**config.mk**
```make
export PLATFORM = sky130hd
export DESIGN_NAME = load_store_unit
export DESIGN_NICKNAME = d
export VERILOG_FILES = /design/src/rtl/riscv_defs.sv /design/src/rtl/lsu_align.sv /design/src/rtl/load_store_unit.sv
export SDC_FILE = /design/constraint.sdc
export NUM_CORES = 1
export LEC_CHECK = 0
export ABC_CLOCK_PERIOD_IN_PS = 2300
export CORE_ASPECT_RATIO = 2
export CORE_UTILIZATION = 35
export DETAILED_ROUTE_END_ITERATION = 12
export GPL_ROUTABILITY_DRIVEN = 0
export PLACE_DENSITY = 0.66
export SLEW_MARGIN = 10
export SYNTH_ARGS = -nofsm -noshare
export SYNTH_HDL_FRONTEND = slang
export SYNTH_SLANG_ARGS = --single-unit
```
**constraint.sdc**
```tcl
create_clock -name clk_i -period 2.3 [get_ports clk_i]
set_input_delay 0.46 -clock clk_i [delete_from_list [all_inputs] [get_ports clk_i]]
set_output_delay 0.46 -clock clk_i [all_outputs]
set_load 0.01 [all_outputs]
```
**src/rtl/riscv_defs.sv**
```systemverilog
// riscv_defs: definitions shared by the load/store unit and the control logic.
//   - funct3 access-width constants (F3_B, F3_H, F3_W, F3_BU, F3_HU)
//   - LOAD / STORE major opcodes
//   - load/store FSM state encodings
//   - helpers for funct3 legality and alignment checks
// No ports (package).
package riscv_defs;

   localparam logic [2:0] F3_B  = 3'b000;
   localparam logic [2:0] F3_H  = 3'b001;
   localparam logic [2:0] F3_W  = 3'b010;
   localparam logic [2:0] F3_BU = 3'b100;
   localparam logic [2:0] F3_HU = 3'b101;

   localparam logic [6:0] OPC_LOAD  = 7'b0000011;
   localparam logic [6:0] OPC_STORE = 7'b0100011;

   localparam logic [1:0] S_IDLE   = 2'd0;
   localparam logic [1:0] S_REQ    = 2'd1;
   localparam logic [1:0] S_WAIT_R = 2'd2;
   localparam logic [1:0] S_DONE   = 2'd3;

   // Stores only have signed-width encodings; loads also allow BU/HU.
   function automatic logic f3_legal(input logic is_store, input logic [2:0] f3);
      logic ok;
      ok = (f3 == F3_B) || (f3 == F3_H) || (f3 == F3_W);
      if (!is_store)
         ok = ok || (f3 == F3_BU) || (f3 == F3_HU);
      return ok;
   endfunction

   // funct3[1:0] carries the access size for every legal encoding.
   function automatic logic f3_misaligned(input logic [2:0] f3, input logic [1:0] addr_lo);
      logic mis;
      case (f3[1:0])
         2'b01:   mis = addr_lo[0];
         2'b10:   mis = (addr_lo != 2'b00);
         default: mis = 1'b0;
      endcase
      return mis;
   endfunction

endpackage

```
**src/rtl/lsu_align.sv**
```systemverilog
// lsu_align: combinational byte-lane handling for the load/store unit.
// Ports:
//   funct3     in   access width/sign
//   addr_lo    in   low two address bits
//   store_data in   raw rs2 value
//   rdata      in   raw bus read word
//   be         out  byte enables for the store/load lane
//   wdata      out  lane-replicated store data
//   load_data  out  selected lane, sign- or zero-extended
// Half accesses look only at addr_lo[1] and word accesses use lane 0, so
// misaligned low bits are silently ignored when no trap is configured.
module lsu_align
   import riscv_defs::*;
#(
   parameter int XLEN = 32
) (
   input  logic [2:0]      funct3,
   input  logic [1:0]      addr_lo,
   input  logic [XLEN-1:0] store_data,
   input  logic [XLEN-1:0] rdata,
   output logic [3:0]      be,
   output logic [XLEN-1:0] wdata,
   output logic [XLEN-1:0] load_data
);

   logic signed [7:0]      byte_sel;
   logic signed [15:0]     half_sel;
   logic signed [XLEN-1:0] byte_ext;
   logic signed [XLEN-1:0] half_ext;

   always_comb begin
      case (addr_lo)
         2'd0:    byte_sel = rdata[7:0];
         2'd1:    byte_sel = rdata[15:8];
         2'd2:    byte_sel = rdata[23:16];
         default: byte_sel = rdata[31:24];
      endcase
      half_sel = addr_lo[1] ? rdata[31:16] : rdata[15:0];
      // Signed-to-signed assignment sign-extends.
      byte_ext = byte_sel;
      half_ext = half_sel;
   end

   always_comb begin
      be    = 4'b1111;
      wdata = store_data;
      case (funct3[1:0])
         2'b00: begin
            be    = 4'b0001 << addr_lo;
            wdata = {4{store_data[7:0]}};
         end
         2'b01: begin
            be    = 4'b0011 << {addr_lo[1], 1'b0};
            wdata = {2{store_data[15:0]}};
         end
         default: ;
      endcase
   end

   always_comb begin
      load_data = '0;
      case (funct3)
         F3_B:    load_data = byte_ext;
         F3_H:    load_data = half_ext;
         F3_W:    load_data = rdata;
         F3_BU:   load_data = {{(XLEN-8){1'b0}}, byte_sel};
         F3_HU:   load_data = {{(XLEN-16){1'b0}}, half_sel};
         default: load_data = '0;
      endcase
   end

endmodule

```
**src/rtl/load_store_unit.sv**
```systemverilog
// load_store_unit: memory-stage unit turning one load or store into a single
// request/grant/response bus transaction, stalling upstream until done.
// Optional feature macro: LSU_MISALIGN_TRAP_EN (misaligned half/word accesses
// skip the bus and pulse misaligned_o instead of being silently aligned).
// Ports:
//   clk_i, rst_ni                 clock, asynchronous active-low reset
//   valid_i, mem_to_reg_i,
//   mem_write_i, funct3_i,
//   addr_i, store_data_i          instruction controls and operands
//   stall_o                       hold upstream stages
//   load_data_o, load_valid_o     extended load result and its pulse
//   misaligned_o                  rejected-as-misaligned pulse
//   bus_req_o, bus_we_o,
//   bus_addr_o, bus_be_o,
//   bus_wdata_o                   request side of the data bus
//   bus_gnt_i, bus_rvalid_i,
//   bus_rdata_i                   grant and read response
module load_store_unit
   import riscv_defs::*;
#(
   parameter int ADDR_W = 32,
   parameter int XLEN   = 32
) (
   input  logic              clk_i,
   input  logic              rst_ni,
   input  logic              valid_i,
   input  logic              mem_to_reg_i,
   input  logic              mem_write_i,
   input  logic [2:0]        funct3_i,
   input  logic [ADDR_W-1:0] addr_i,
   input  logic [XLEN-1:0]   store_data_i,
   output logic              stall_o,
   output logic [XLEN-1:0]   load_data_o,
   output logic              load_valid_o,
   output logic              misaligned_o,
   output logic              bus_req_o,
   output logic              bus_we_o,
   output logic [ADDR_W-1:0] bus_addr_o,
   output logic [3:0]        bus_be_o,
   output logic [XLEN-1:0]   bus_wdata_o,
   input  logic              bus_gnt_i,
   input  logic              bus_rvalid_i,
   input  logic [XLEN-1:0]   bus_rdata_i
);

   logic [1:0]        state_q;
   logic [ADDR_W-1:0] addr_q;
   logic [2:0]        funct3_q;
   logic [XLEN-1:0]   sdata_q;
   logic              we_q;
   logic              mis_q;
   logic [XLEN-1:0]   load_data_q;

   logic              start;
   logic              legal;
   logic              mis_in;
   logic [3:0]        be;
   logic [XLEN-1:0]   wdata;
   logic [XLEN-1:0]   aligned;

   assign start = valid_i & (mem_to_reg_i | mem_write_i);
   // A simultaneous load+store request is treated as a store.
   assign legal = f3_legal(mem_write_i, funct3_i);

`ifdef LSU_MISALIGN_TRAP_EN
   assign mis_in = legal & f3_misaligned(funct3_i, addr_i[1:0]);
`else
   assign mis_in = 1'b0;
`endif

   lsu_align #(.XLEN(XLEN)) u_align (
      .funct3     (funct3_q),
      .addr_lo    (addr_q[1:0]),
      .store_data (sdata_q),
      .rdata      (bus_rdata_i),
      .be         (be),
      .wdata      (wdata),
      .load_data  (aligned)
   );

   always_ff @(posedge clk_i or negedge rst_ni) begin
      if (!rst_ni) begin
         state_q     <= S_IDLE;
         addr_q      <= '0;
         funct3_q    <= '0;
         sdata_q     <= '0;
         we_q        <= 1'b0;
         mis_q       <= 1'b0;
         load_data_q <= '0;
      end else begin
         case (state_q)
            S_IDLE: begin
               if (start) begin
                  addr_q   <= addr_i;
                  funct3_q <= funct3_i;
                  sdata_q  <= store_data_i;
                  we_q     <= mem_write_i;
                  mis_q    <= mis_in;
                  if (!legal || mis_in) begin
                     // Rejected access: no bus traffic, an illegal load returns 0.
                     if (!mem_write_i && !legal)
                        load_data_q <= '0;
                     state_q <= S_DONE;
                  end else begin
                     state_q <= S_REQ;
                  end
               end
            end
            S_REQ: begin
               if (bus_gnt_i) begin
                  if (we_q) begin
                     state_q <= S_DONE;
                  end else if (bus_rvalid_i) begin
                     load_data_q <= aligned;
                     state_q     <= S_DONE;
                  end else begin
                     state_q <= S_WAIT_R;
                  end
               end
            end
            S_WAIT_R: begin
               if (bus_rvalid_i) begin
                  load_data_q <= aligned;
                  state_q     <= S_DONE;
               end
            end
            default: state_q <= S_IDLE;
         endcase
      end
   end

   // Bus fields are driven only while requesting so idle outputs stay at 0.
   assign bus_req_o    = (state_q == S_REQ);
   assign bus_we_o     = bus_req_o & we_q;
   assign bus_addr_o   = bus_req_o ? {addr_q[ADDR_W-1:2], 2'b00} : '0;
   assign bus_be_o     = bus_req_o ? be : 4'b0000;
   assign bus_wdata_o  = bus_req_o ? wdata : '0;

   assign stall_o      = ((state_q == S_IDLE) & start) | (state_q == S_REQ) |
                         (state_q == S_WAIT_R);
   assign load_valid_o = (state_q == S_DONE) & ~we_q & ~mis_q;
   assign misaligned_o = (state_q == S_DONE) & mis_q;
   assign load_data_o  = load_data_q;

endmodule

```
==> results of run 1 <==
==> worst max-delay path: stages (launching register included) <==
cell	delay [ns]
dfrtp_2	0.45
ha_4	0.19
buf_4	0.13
bufbuf_16	0.26
and2_1	0.13
clkdlybuf4s15_1	0.24
==> layout make-up <==
type / instances / area, µm² / share of cell area (%)
Multi-Input combinational cell: 343 / 2690 / 32.6
Sequential cell: 102 / 2560 / 31.1
Timing Repair Buffer: 254 / 2440 / 29.7
Tap cell: 198 / 248 / 3.01
Clock buffer: 11 / 233 / 2.83
Inverter: 5 / 18.8 / 0.228
Clock inverter: 5 / 42.5 / 0.517
==> metal layers <==
| metal | share of wire, % | wire length [µm] | up-vias | GRT usage [%] |
|---|---|---|---|---|
| met5 | 0 | 0 | - | 0 |
| met4 | 5.5 | 950 | 0 | 13.8 |
| met3 | 5.0 | 857 | 43 | 4.26 |
| met2 | 56 | 9570 | 202 | 41.8 |
| met1 | 34 | 5810 | 2271 | 21.0 |
| li1 | - | - | 2156 | - |
==> power by group through the flow <==
stage                     clock, mW  sequential [mW]  combinational, mW
after floorplan                   0             3.12               3.57
after global placement            0             3.25               6.17
after detailed placement          0             3.30               6.27
after CTS                      1.49             3.30               6.26
after global routing           1.55             3.43               6.70
final                          1.44             3.30               6.19
==> layout by cell type, fill, tap and decap left out, drive strengths merged, types with 2 or more instances in the layout <==
master | netlist | routed
clkdlybuf4s50 | 0 | 138
and2 | 47 | 47
inv | 5 | 7
nor2 | 7 | 7
o21a | 3 | 3
conb | 1 | 3
dfrtp | 102 | 102
dlygate4sd2 | 0 | 48
a221oi | 9 | 9
mux2 | 69 | 69
a21boi | 8 | 8
ha | 5 | 5
nand2 | 62 | 62
clkbuf | 14 | 15
or2 | 2 | 2
buf | 25 | 47
clkinvlp | 0 | 3
clkdlybuf4s15 | 0 | 13
mux2i | 19 | 19
a21o | 2 | 2
a222oi | 7 | 7
o21ai | 46 | 46
mux4 | 7 | 7
nor3 | 3 | 3
nor3b | 2 | 2
nor2b | 13 | 13
dlymetal6s2s | 0 | 3
a211o | 2 | 2
a21oi | 21 | 21
==> path summary, 6_finish.rpt <==
path / endpoint / slack (ns) / start
setup / recovery: bus_wdata_o[26] / 0.08 / state_q[0]
hold / removal: load_data_o[17] / 0.04 / rst_ni
setup reg to reg: load_data_o[14] / 0.23 / funct3_q[1]
hold reg to reg: load_data_o[26] / 0.48 / load_data_o[26]
max in group asynchronous: load_data_o[30] / 1.63 / rst_ni
min in group clk_i: load_data_o[26] / 0.48 / load_data_o[26]
==> through the flow <==
stage	hold WS, ns	instance area (µm²)
final	0.0427	8230
after global routing	0.0598	8230
after CTS	0.0460	8220
after detailed placement	0.428	7870
after global placement	0.424	7870
after floorplan	0.164	5440
==> state kept, by name (all words and copies together) (netlist names) <==
signal	flops
addr_q	32
state_q	2
we_q	1
funct3_q	3
load_data_o	32
sdata_q	32
==> cells by family after synthesis <==
kind of cell    synth area share [%]
other cells                   0.0691
compound gates                  13.2
fa+ha+maj                       1.15
buf+inv                         4.52
flops                           47.0
mux                             20.7
simple gates                    13.3
==> timing repair <==
action	CTS	global route
gates resized for setup	85	23
pin swaps	0	1
endpoints found under the setup margin	68	24
buffers inserted	7	0
cloned	1	0
endpoints found under the hold margin	0	0
==> metrics.txt, run 1 <==
Placed Cells 894; pin slew with the least headroom to its limit 0.637 ns; Cell Area, Synth 5430 µm²; DR iter-0 viols 183; Final WS setup 0.0792 ns; vias 4,672; Psw 4.31 mW; hold_buf cts 0; CTS root buffer clkbuf_16; ANT cells 0; Clock power frac 13.2%; vias in the first global route 4,968; max_slew headroom 57.6%; H-tree depth 3; Power Density 1330 nW/µm²; IR drop worst, VDD 471 µV; Placement Setup Slack 0.0210 ns; max_cap viols 0; chip width 90.1 µm; Initial Utilization 35.7%; IO Count 211; DRC viols 0; final setup vio count 0; Area contributors post-synth dfrtp_1, mux2_2, and2_1; total grt overflow 0; Max Root-Sink Buffers 2; area delta synth->final 51.5%; clock sinks 102; final net count 826; CTS Buf Count 9; Post-Layout Cell Count 918; Async SR Flop Fraction 100%; drt wl/cell 18.7 µm; Tmin final 2.22 ns; die height 178 µm; Final Cycle Share 96.6%; WP data arrival 1.76 ns; Hold/Removal Path Class input port to asynchronous set/reset pin; crit path capture type output port; proportion of power drawn by flip-flops and latches 30.2%; Mean Syn Cell Area 11.1 µm²; # port buffers 207; # fillers 1,376; Die ar. 16,000 µm²; Clock Pin Slew Worst Setup and Hold Paths 0.07 ns; Rows 64; Setup crit start kind flop; required time of the critical path 1.84 ns; share of cells above drive strength 1 25.4%; Skew-Pair Late Insertion Delay 0.35 ns; total global-route track usage 21.8%; crit path max fanout 12; Final Hold Vio Count 0; Logic pwr share 56.6%; WL final 17.2 mm; Util after Layout 54.1%; Int Pwr 6.62 mW; dominant cell type by area after synthesis dfrtp_1; flop and latch count out of synthesis 102; prevailing post-synth register cell dfrtp_1; Commonest cells post-synth dfrtp_1, mux2_2, nand2_1; initial antenna violation count 0; Setup Skew 0.00550 ns; Post-synth EDFFs 0; final slew viol count 0; core area 15,200 µm²; RSZ-0062 raised after global routing false; Yosys cell types 40; post-DP HPWL 13.1 mm; Post-Synthesis Cells 487; cell with the most instances after synthesis dfrtp_1; final setup TNS 0 ns; max frequency 450 MHz; vias per cell 5.09; Synth top area share 47.0%; status completed; post-synthesis sequential area ratio 47.0%; Pleak 3.66 nW; switching share of total power 39.4%; Yosys warning total 0; total chip power 10.9 mW; post-route ant nets 0; FF-to-FF path depth 5; critical path class flop to output port; CTS tree yes; DRT Pass-1 Iters 6; largest net degree at the start of global routing 63; global-route wire length before repair 26.6 mm
No activity file was read; power rests on OpenSTA's default activity.
==> run 2: changes to the inputs <==
--- a/config.mk
+++ b/config.mk
@@ -5,6 +5,7 @@
 export SDC_FILE = /design/constraint.sdc
 export NUM_CORES = 1
 export LEC_CHECK = 0
+export ABC_AREA = 0
 export ABC_CLOCK_PERIOD_IN_PS = 2300
 export CORE_ASPECT_RATIO = 2
 export CORE_UTILIZATION = 35
@@ -15,3 +16,4 @@
 export SYNTH_ARGS = -nofsm -noshare
 export SYNTH_HDL_FRONTEND = slang
 export SYNTH_SLANG_ARGS = --single-unit
+export TNS_END_PERCENT = 5
==> metrics.txt, run 2 (same netlist as run 1, synthesis figures left out) <==
status completed; CTS root buffer clkbuf_16; total grt overflow 0; critical path's slowest cell dfrtp_2; Skew-Pair Late Insertion Delay 0.35 ns; largest net degree at the start of global routing 63; RSZ-0062 raised after global routing false; DRT Pass-1 Iters 5; Die ar. 16,000 µm²; RR Startpoint funct3_q[1]; # port buffers 207; Power Density 1320 nW/µm²; vias in the first global route 4,917; final setup TNS 0 ns; commonest cells after routing, fill and taps aside clkdlybuf4s50_1, dfrtp_1, mux2_2; vias 4,641; delay-heaviest family, CP flip-flops; pin slew with the least headroom to its limit 0.627 ns; final setup vio count 0; Critical R2R Capture load_data_o[14]; global-route wire length before repair 26.2 mm; Crit path buffers/inverters 2; CTS tree yes; clock sinks 102; Hold/Removal Path Class input port to asynchronous set/reset pin; area delta synth->final 50.0%; IO Count 211; crit path max fanout 5; CTS Buf Count 9; Clock Pin Slew Worst Setup and Hold Paths 0.07 ns; WL final 17.0 mm; Initial Utilization 35.7%; max_slew headroom 58.2%; chip width 90.1 µm; required time of the critical path 1.84 ns; final net count 819; Tmin final 2.21 ns; critical path class flop to output port; Placed Cells 894; post-DP HPWL 13.1 mm; storage element area 2560 µm²; Worst path max stage delay 0.44 ns; vias per cell 5.09; # fillers 1,388; critical path depth in cells 5; max frequency 453 MHz; Final Cycle Share 96.0%; final slew viol count 0; H-tree depth 3; max_cap viols 0; Final Hold Vio Count 0; Pleak 3.71 nW; DRC viols 0; setup slack, reg-to-reg 0.24 ns; FF-to-FF path depth 5; crit path capture type output port; initial antenna violation count 0; drt wl/cell 18.6 µm; Post-Layout Cell Count 911; post-route ant nets 0; Hold Slack 0.0402 ns; Setup crit start kind flop; Max Root-Sink Buffers 2; Multi-input gate area 2670 µm²; ANT cells 0; DR iter-0 viols 179; IR drop worst, VDD 439 µV; hold_buf cts 0; Rows 64; total global-route track usage 21.5%; core area 15,200 µm²; commonest non-fill, non-tap cell in the layout clkdlybuf4s50_1; Setup Skew 0.00590 ns; die height 178 µm; CP cell instances buf_4, mux2i_1, o21ai_0, and2_1, dlygate4sd2_1; share of cells above drive strength 1 23.3%; WP data arrival 1.75 ns
run 2: per-layer routing:
metal  vias up  wire [µm]  global-route usage [%]
met5         -          0                       0
met4         0        975                    13.5
met3        47        891                    4.09
met2       212       9400                    41.2
met1      2238       5680                    20.8
li1       2144          -                       -
run 2: how the worst max path moves through the flow:
stage | slack [ns] | to | from
final | 0.09 | bus_wdata_o[31] | funct3_q[0]
after global routing | 0.001 | bus_wdata_o[9] | state_q[1]
after CTS | -0.17 | bus_wdata_o[29] | funct3_q[0]
after detailed placement | 0.02 | stall_o | mem_write_i
after global placement | -0.001 | stall_o | mem_write_i
after floorplan | 0.42 | bus_wdata_o[10] | funct3_q[0]
run 2: cell type report:
class	instances	share of cell area, %
multi-input combinational	343	32.8
tap	198	3.04
inverter	5	0.231
clock buffer	11	2.86
sequential	102	31.4
clock inverter	5	0.523
timing repair buffer	247	29.2
run 2: timing repair:
action                                 4_1_cts  5_1_grt
resized for setup                           72        9
cloned                                       0        0
setup endpoints to repair                   68        9
setup buffers                                1        0
endpoints found under the hold margin        0        0
run 2: through the flow:
step	instance area (µm²)	power (mW)	utilization (%)	worst slack, ns
after global routing	8140	11.4	53.5	0.00110
after CTS	8120	10.8	53.4	-0.167
after floorplan	5440	6.69	-	0.424
after detailed placement	7870	9.56	51.7	0.0210
final	8140	10.7	53.5	0.0914
after global placement	7870	9.42	51.7	-0.00106
run 2: worst reg2reg max path: cells and delay by family (launching register included):
family	cells	cell delay (ns)
buf+inv	1	0.21
compound gates	3	1.12
simple gates	1	0.16
flops	1	0.44
run 2: power by group:
group          leakage [nW]  switching, mW  internal, mW
clock network         0.124          0.705         0.747
registers              1.26          0.642          2.64
logic                  2.33           2.91          3.07
